## src/rtl/lsu_pkg.sv

```systemverilog
// Shared definitions for the load/store queue: opcodes, sizes,
// queue entry layout and lane/strobe helpers.
package lsu_pkg;

    localparam logic [5:0] OP_LB  = 6'h20;
    localparam logic [5:0] OP_LH  = 6'h21;
    localparam logic [5:0] OP_LWL = 6'h22;
    localparam logic [5:0] OP_LW  = 6'h23;
    localparam logic [5:0] OP_LBU = 6'h24;
    localparam logic [5:0] OP_LHU = 6'h25;
    localparam logic [5:0] OP_LWR = 6'h26;
    localparam logic [5:0] OP_SB  = 6'h28;
    localparam logic [5:0] OP_SH  = 6'h29;
    localparam logic [5:0] OP_SWL = 6'h2a;
    localparam logic [5:0] OP_SW  = 6'h2b;
    localparam logic [5:0] OP_SWR = 6'h2e;
    localparam logic [5:0] OP_LL  = 6'h30;
    localparam logic [5:0] OP_SC  = 6'h38;

    localparam logic [1:0] SZ_BYTE = 2'd0;
    localparam logic [1:0] SZ_HALF = 2'd1;
    localparam logic [1:0] SZ_WORD = 2'd2;

    typedef struct packed {
        logic [5:0]  op;
        logic [1:0]  a;
        logic [31:0] rt;
        logic [4:0]  dest;
        logic        is_load;
        logic        killed;
    } lsu_entry_t;

    function automatic logic is_load_op(input logic [5:0] op);
        case (op)
            OP_LB, OP_LBU, OP_LH, OP_LHU,
            OP_LW, OP_LL, OP_LWL, OP_LWR: return 1'b1;
            default:                      return 1'b0;
        endcase
    endfunction

    function automatic logic is_store_op(input logic [5:0] op);
        case (op)
            OP_SB, OP_SH, OP_SW,
            OP_SC, OP_SWL, OP_SWR: return 1'b1;
            default:               return 1'b0;
        endcase
    endfunction

    function automatic logic is_mem_op(input logic [5:0] op);
        return is_load_op(op) | is_store_op(op);
    endfunction

    function automatic logic misaligned(input logic [5:0] op,
                                        input logic [1:0] a);
        case (op)
            OP_LW, OP_LL, OP_SW, OP_SC: return a != 2'b00;
            OP_LH, OP_LHU, OP_SH:       return a[0];
            default:                    return 1'b0;
        endcase
    endfunction

    function automatic logic [1:0] op_size(input logic [5:0] op);
        case (op)
            OP_LB, OP_LBU, OP_SB: return SZ_BYTE;
            OP_LH, OP_LHU, OP_SH: return SZ_HALF;
            default:              return SZ_WORD;
        endcase
    endfunction

    function automatic logic [3:0] store_strb(input logic [5:0] op,
                                              input logic [1:0] a);
        logic [3:0] s;
        case (op)
            OP_SB:   s = 4'b0001 << a;
            OP_SH:   s = a[1] ? 4'b1100 : 4'b0011;
            OP_SWL:  s = ~(4'b1110 << a);
            OP_SWR:  s = 4'b1111 << a;
            default: s = 4'b1111;
        endcase
        return s;
    endfunction

    function automatic logic [31:0] store_data(input logic [5:0]  op,
                                               input logic [1:0]  a,
                                               input logic [31:0] src);
        case (op)
            OP_SB:   return {4{src[7:0]}};
            OP_SH:   return {2{src[15:0]}};
            OP_SWL:  return src >> {~a, 3'b000};
            OP_SWR:  return src << {a, 3'b000};
            default: return src;
        endcase
    endfunction

    // Bytes of the old rt that survive an unaligned load merge.
    function automatic logic [31:0] lwl_keep(input logic [1:0] a);
        return ~(32'hffff_ffff << {~a, 3'b000});
    endfunction

    function automatic logic [31:0] lwr_keep(input logic [1:0] a);
        return ~(32'hffff_ffff >> {a, 3'b000});
    endfunction

endpackage

```

## src/rtl/lsu_load_align.sv

```systemverilog
// Load return formatting: lane select, sign/zero extension
// and LWL/LWR merge with the previous rt value.
module lsu_load_align
    import lsu_pkg::*;
(
    input  logic [5:0]  op_i,
    input  logic [1:0]  a_i,
    input  logic [31:0] rdata_i,
    input  logic [31:0] rt_i,
    output logic [31:0] data_o
);

    logic [31:0] shr;
    logic [7:0]  byte_l;
    logic [15:0] half_l;

    assign shr    = rdata_i >> {a_i, 3'b000};
    assign byte_l = shr[7:0];
    assign half_l = a_i[1] ? rdata_i[31:16] : rdata_i[15:0];

    always_comb begin
        data_o = rdata_i;
        case (op_i)
            OP_LB:   data_o = {{24{byte_l[7]}}, byte_l};
            OP_LBU:  data_o = {24'h0, byte_l};
            OP_LH:   data_o = {{16{half_l[15]}}, half_l};
            OP_LHU:  data_o = {16'h0, half_l};
            OP_LWL:  data_o = (rdata_i << {~a_i, 3'b000})
                            | (rt_i & lwl_keep(a_i));
            OP_LWR:  data_o = shr | (rt_i & lwr_keep(a_i));
            default: data_o = rdata_i;
        endcase
    end

endmodule

```

## src/rtl/lsu_queue.sv

```systemverilog
// Load/store unit: slot select, alignment check, store formatting
// and an in-order queue of outstanding bus transactions.
module lsu_queue
    import lsu_pkg::*;
#(
    parameter int NUM_SLOTS = 2,
    parameter int DEPTH     = 4,
    parameter int ADDR_W    = 32
) (
    input  logic                    clk,
    input  logic                    rst,
    input  logic [NUM_SLOTS-1:0]    slot_valid,
    input  logic [6*NUM_SLOTS-1:0]  slot_op,
    input  logic [ADDR_W*NUM_SLOTS-1:0] slot_addr,
    input  logic [32*NUM_SLOTS-1:0] slot_wdata,
    input  logic [32*NUM_SLOTS-1:0] slot_rt,
    input  logic [5*NUM_SLOTS-1:0]  slot_dest,
    input  logic                    flush,
    output logic [NUM_SLOTS-1:0]    adel,
    output logic [NUM_SLOTS-1:0]    ades,
    output logic                    lsu_stall,
    output logic                    data_req,
    output logic                    data_wr,
    output logic [1:0]              data_size,
    output logic [ADDR_W-1:0]       data_addr,
    output logic [3:0]              data_wstrb,
    output logic [31:0]             data_wdata,
    input  logic                    data_addr_ok,
    input  logic                    data_data_ok,
    input  logic [31:0]             data_rdata,
    output logic                    ld_valid,
    output logic [4:0]              ld_dest,
    output logic [31:0]             ld_data,
    output logic                    busy,
    output logic                    proto_err
);

    localparam int PW = $clog2(DEPTH);

    logic              sel_v;
    logic [5:0]        sel_op;
    logic [ADDR_W-1:0] sel_addr;
    logic [31:0]       sel_wd;
    logic [31:0]       sel_rt;
    logic [4:0]        sel_dest;
    logic              sel_go;
    logic              sel_st;

    always_comb begin
        sel_v    = 1'b0;
        sel_op   = '0;
        sel_addr = '0;
        sel_wd   = '0;
        sel_rt   = '0;
        sel_dest = '0;
        // Walk downward so the lowest-index candidate wins.
        for (int i = NUM_SLOTS - 1; i >= 0; i--) begin
            if (slot_valid[i] && is_mem_op(slot_op[i*6 +: 6])) begin
                sel_v    = 1'b1;
                sel_op   = slot_op[i*6 +: 6];
                sel_addr = slot_addr[i*ADDR_W +: ADDR_W];
                sel_wd   = slot_wdata[i*32 +: 32];
                sel_rt   = slot_rt[i*32 +: 32];
                sel_dest = slot_dest[i*5 +: 5];
            end
        end
    end

    always_comb begin
        adel = '0;
        ades = '0;
        for (int i = 0; i < NUM_SLOTS; i++) begin
            if (slot_valid[i]
                && misaligned(slot_op[i*6 +: 6],
                              slot_addr[i*ADDR_W +: 2])) begin
                adel[i] = is_load_op(slot_op[i*6 +: 6]);
                ades[i] = is_store_op(slot_op[i*6 +: 6]);
            end
        end
    end

    lsu_entry_t      q_q [DEPTH];
    logic [PW-1:0]   wr_ptr_q, wr_ptr_d;
    logic [PW-1:0]   rd_ptr_q, rd_ptr_d;
    logic [PW:0]     cnt_q, cnt_d;
    logic            proto_err_q, proto_err_d;
    logic            ld_valid_q, ld_valid_d;
    logic [4:0]      ld_dest_q;
    logic [31:0]     ld_data_q;
    logic [31:0]     align_data;
    logic            full;
    logic            empty;
    logic            push;
    logic            pop;
    lsu_entry_t      head;
    lsu_entry_t      push_e;

    assign full   = cnt_q == (PW+1)'(DEPTH);
    assign empty  = cnt_q == '0;
    assign sel_go = sel_v & ~misaligned(sel_op, sel_addr[1:0]);
    assign sel_st = is_store_op(sel_op);

    assign data_req  = sel_go & ~flush & ~full & rst;
    assign push      = data_req & data_addr_ok;
    assign pop       = data_data_ok & ~empty;
    assign lsu_stall = sel_go & ~push;

    assign data_wr    = data_req & sel_st;
    assign data_size  = data_req ? op_size(sel_op) : 2'd0;
    assign data_addr  = data_req ? sel_addr : '0;
    assign data_wstrb = data_wr ? store_strb(sel_op, sel_addr[1:0]) : 4'h0;
    assign data_wdata = data_wr
                      ? store_data(sel_op, sel_addr[1:0], sel_wd)
                      : 32'h0;

    assign head = q_q[rd_ptr_q];

    always_comb begin
        push_e         = '0;
        push_e.op      = sel_op;
        push_e.a       = sel_addr[1:0];
        push_e.rt      = sel_rt;
        push_e.dest    = sel_dest;
        push_e.is_load = is_load_op(sel_op);
        push_e.killed  = flush;
    end

    lsu_load_align u_align (
        .op_i    (head.op),
        .a_i     (head.a),
        .rdata_i (data_rdata),
        .rt_i    (head.rt),
        .data_o  (align_data)
    );

    always_comb begin
        wr_ptr_d    = push ? wr_ptr_q + PW'(1) : wr_ptr_q;
        rd_ptr_d    = pop ? rd_ptr_q + PW'(1) : rd_ptr_q;
        cnt_d       = cnt_q;
        case ({push, pop})
            2'b10:   cnt_d = cnt_q + (PW+1)'(1);
            2'b01:   cnt_d = cnt_q - (PW+1)'(1);
            default: cnt_d = cnt_q;
        endcase
        proto_err_d = proto_err_q | (data_data_ok & empty);
        ld_valid_d  = pop & head.is_load & ~head.killed & ~flush;
    end

    always_ff @(posedge clk) begin
        if (!rst) begin
            wr_ptr_q    <= '0;
            rd_ptr_q    <= '0;
            cnt_q       <= '0;
            proto_err_q <= 1'b0;
            ld_valid_q  <= 1'b0;
            ld_dest_q   <= '0;
            ld_data_q   <= '0;
            for (int i = 0; i < DEPTH; i++) begin
                q_q[i] <= '0;
            end
        end else begin
            wr_ptr_q    <= wr_ptr_d;
            rd_ptr_q    <= rd_ptr_d;
            cnt_q       <= cnt_d;
            proto_err_q <= proto_err_d;
            ld_valid_q  <= ld_valid_d;
            if (ld_valid_d) begin
                ld_dest_q <= head.dest;
                ld_data_q <= align_data;
            end
            if (flush) begin
                for (int i = 0; i < DEPTH; i++) begin
                    q_q[i].killed <= 1'b1;
                end
            end
            if (push) begin
                q_q[wr_ptr_q] <= push_e;
            end
        end
    end

    assign ld_valid  = ld_valid_q;
    assign ld_dest   = ld_dest_q;
    assign ld_data   = ld_data_q;
    assign busy      = ~empty;
    assign proto_err = proto_err_q;

endmodule

```

## config.mk

```make
export PLATFORM = sky130hd
export DESIGN_NAME = lsu_queue
export DESIGN_NICKNAME = d
export VERILOG_FILES = /design/src/rtl/lsu_pkg.sv /design/src/rtl/lsu_load_align.sv /design/src/rtl/lsu_queue.sv
export SDC_FILE = /design/constraint.sdc
export NUM_CORES = 1
export LEC_CHECK = 0
export ABC_AREA = 1
export BUFFER_PORTS_ARGS = -buffer_cell sky130_fd_sc_hd__buf_2
export CORE_MARGIN = 3
export CORE_UTILIZATION = 51
export CTS_BUF_LIST = sky130_fd_sc_hd__clkbuf_16
export DETAILED_ROUTE_END_ITERATION = 16
export HOLD_SLACK_MARGIN = 0.15
export PLACE_DENSITY = 0.76
export SYNTH_ARGS = -nofsm -noshare
export SYNTH_HDL_FRONTEND = slang
export SYNTH_SLANG_ARGS = --single-unit
```

## constraint.sdc

```tcl
create_clock -name clk -period 6.4 [get_ports clk]
set_input_delay 0 -clock clk [delete_from_list [all_inputs] [get_ports clk]]
set_output_delay 0 -clock clk [all_outputs]
set_load 0.02 [all_outputs]
```

==> flow_summary_export.csv <==
group,metric,value,unit
yosys,synth.net_count,2483,
yosys,async_reset_ff_frac,0,
sta,tightest_slew,1.33,ns
yosys,synth-edff-count,185,
global_routing,grt_max_degree,103,
min_path,hold_class,"in2reg",
yosys,synth_cell_types,51,
yosys,seq_area_frac_synth,0.423,
sta,report.final.slew_viol_count,0,
status,outcome,"completed",
pwr,power_per_cell_area,191,nW/µm²
pwr,ir_drop,0.158,mV
detailed_routing,wl,56900,µm
clock_tree,clk_pin_slew,0.07,ns
global_routing,grt_overflow,0,
setup_path,start_kind,"flop",
setup_path,cp.required,6.87,ns
clock_tree,cts_tree,"yes",
sta,finalHoldViolCount,0,
sta,relSlewSlack,0.106,
sta,fin_crit_sh,0.782,
setup_path,cp-end-kind,"flop",
clock_tree,postCtsSetupBuffers,0,
floorplanning,die_area,32700,µm²
clock_tree,cts.sinks,236,
clock_tree,htreeDepth,1,
floorplanning,die_w,181,µm
placed_design,post-dp-hpwl,37700,µm
yosys,synth.area.top_cells,"edfxtp_1, nand2_1, nor2_1",
yosys,synth-main-ff-cell,"edfxtp_1",
placed_design,gp_congestion,1.01,
detailed_routing,wl_per_cell,18.9,µm
floorplanning,initial_core_util,0.521,
detailed_routing,first_pass_iters,6,
setup_path,crit_fanout,51,
clock_tree,cts_buffers,23,
clock_tree,clk_path_buf_depth,3,
detailed_routing,dr.first_iter.drc_count,2059,
finish,final_design_area_no_fill,19300,µm²
placed_design,postPlaceCellArea,17400,µm²
finish,final_common_cell,"nand2_1",
sta,rsz0062_at_grt,"false",
finish,syn_to_final_growth,24.0,%
detailed_routing,vias,17700,
yosys,syn_inst,2224,
pwr,p_leak,0.00870,µW
setup_path,reg2regPathDepth,13,
clock_tree,cts_root_buf,"clkbuf_16",
detailed_routing,drc,0,
global_routing,grt_pass1_wl,88200,µm
floorplanning,die_h,181,µm
clock_tree,cts_resized,0,
yosys,syn_avg_cell_area,7.00,µm²
finish,multi_input_area,7860,µm²
clock_tree,cts-hold-fix-buffers,115,
setup_path,criticalPathCategory,"reg2reg",
setup_path,crit_end,"ld_data[4]$_SDFFE_PN0P_",
clock_tree,clk_latency,0.53,ns
global_routing,grt.total_usage,0.330,
finish,drive_gt1_frac,0.187,
sta,finClkSkew,0.0227,ns
setup_path,r2r-end,"ld_data[4]$_SDFFE_PN0P_",
setup_path,ff2ff_setup_slack,1.39,ns
global_routing,antenna_found_initial,2,
yosys,ys_warn_count,0,
sta,fin_crit,5.01,ns
finish,layout_common_cells,"nand2_1, buf_2, nor2_1, nand3_1, edfxtp_1",
yosys,syn-cell-area,15600,µm²
setup_path,cp.arrival,5.48,ns
yosys,ys_ff_latch,236,
global_routing,first_global_vias,16600,
detailed_routing,postRouteAntennaNets,0,
finish,nets,2868,
yosys,yosysTopAreaCellShare,0.357,
floorplanning,fp-row-count,63,
yosys,synth_top_area_cell,"edfxtp_1",
sta,setup_tns,0,ns
sta,setup_viol,0,
finish,regArea,6580,µm²
detailed_routing,vias_per_cell,5.86,
finish,fill_cells,2592,
placed_design,numPortBuffers,369,
floorplanning,ioPinCount,370,
sta,fmax,200,MHz
flow_run,drv_cap,0,
floorplanning,fp.coreArea,29900,µm²
cell usage after synthesis, types with 5 or more instances:
cell,count
nor2_1,317
a32o_1,6
a41oi_1,6
buf_4,8
a22oi_1,10
o21ai_0,176
a221oi_1,6
nand2_1,659
buf_1,16
clkbuf_1,82
o22ai_1,15
nand2_2,8
nor2_2,22
dfxtp_1,51
nand4_1,23
o21ai_1,5
a21oi_1,147
o2111ai_1,5
edfxtp_1,185
o21bai_1,6
or2_2,5
inv_2,11
buf_6,8
o211ai_1,23
nand3_1,233
buf_2,37
inv_1,110
ha_1,5
through the flow:
stage | setup WS, ns | utilization | std cells | hold WS, ns | total power (µW)
final | 1.39 | 0.646 | 3015 | 0.159 | 3690
after floorplan | 3.21 | - | 2224 | 0.153 | 2100
after CTS | 1.61 | 0.646 | 3014 | 0.150 | 3670
after global routing | 1.10 | 0.646 | 3015 | 0.169 | 3810
after detailed placement | 2.11 | 0.584 | 2859 | 0.305 | 2330
after global placement | 2.23 | 0.584 | 2859 | 0.307 | 2320
worst min path at each step:
stage	startpoint	to	slack [ns]	cells after the start
floorplan	slot_valid[1]	adel[1]	0.15	2
global placement	data_data_ok	proto_err$_SDFF_PN0_	0.31	3
detailed placement	data_data_ok	proto_err$_SDFF_PN0_	0.31	3
finish	slot_rt[57]	q_q[1][32]$_DFFE_PP_	0.16	5
CTS	slot_rt[51]	q_q[0][26]$_DFFE_PP_	0.15	5
global route	slot_rt[57]	q_q[1][32]$_DFFE_PP_	0.17	5
report_power, final:
part	switching [µW]	leakage [µW]	total [µW]	internal (µW)
logic	439	0.00602	665	226
registers	16.9	0.00232	1710	1700
clock network	574	0.000356	1310	734
sequential cells by signal, indices dropped and copies added, names as in the netlist, named ones only:
signal,flops
cnt_q,3
ld_data,32
ld_dest,5
ld_valid,1
proto_err,1
q_q,188
rd_ptr_q,2
wr_ptr_q,2
area by class of cell:
type                       instances  share of cell area
clock inverter                    17             0.00700
tap                              390              0.0253
inverter                         124              0.0242
antenna                            1            0.000130
timing repair buffer             511               0.166
clock buffer                      23              0.0298
multi-input combinational       1713               0.407
sequential                       236               0.341
cells by family (layout without fill, tap and decap cells):
logic type,after synthesis,after routing,share of synthesized area
AOI/OAI and AO/OA,428,428,0.157
adders and majority gates,6,6,0.00531
buffers and inverters,275,675,0.0752
DFF,236,236,0.423
other,0,1,0
and+or+nand+nor,1279,1279,0.340
metal layers:
metal,global-route usage,part of all wire,up-vias
li1,-,-,8252
met1,0.425,0.38,8087
met2,0.548,0.47,1153
met3,0.0509,0.10,166
met4,0.153,0.046,2
met5,0,0.00012,-
critical path, cell delays in order (launching register included):
cell and delay (ns):
dfxtp_2 0.51, inv_2 0.59, buf_4 0.58, nand2_1 0.12, a32oi_1 0.35, nand2_1 0.14
nor3_2 0.74, inv_1 0.32, nand2_1 0.40, inv_1 0.10, o21ai_0 0.26, a21oi_1 0.10
a21oi_1 0.13, dlygate4sd3_1 0.55
Note: power is estimated with default switching activity, not from simulation.
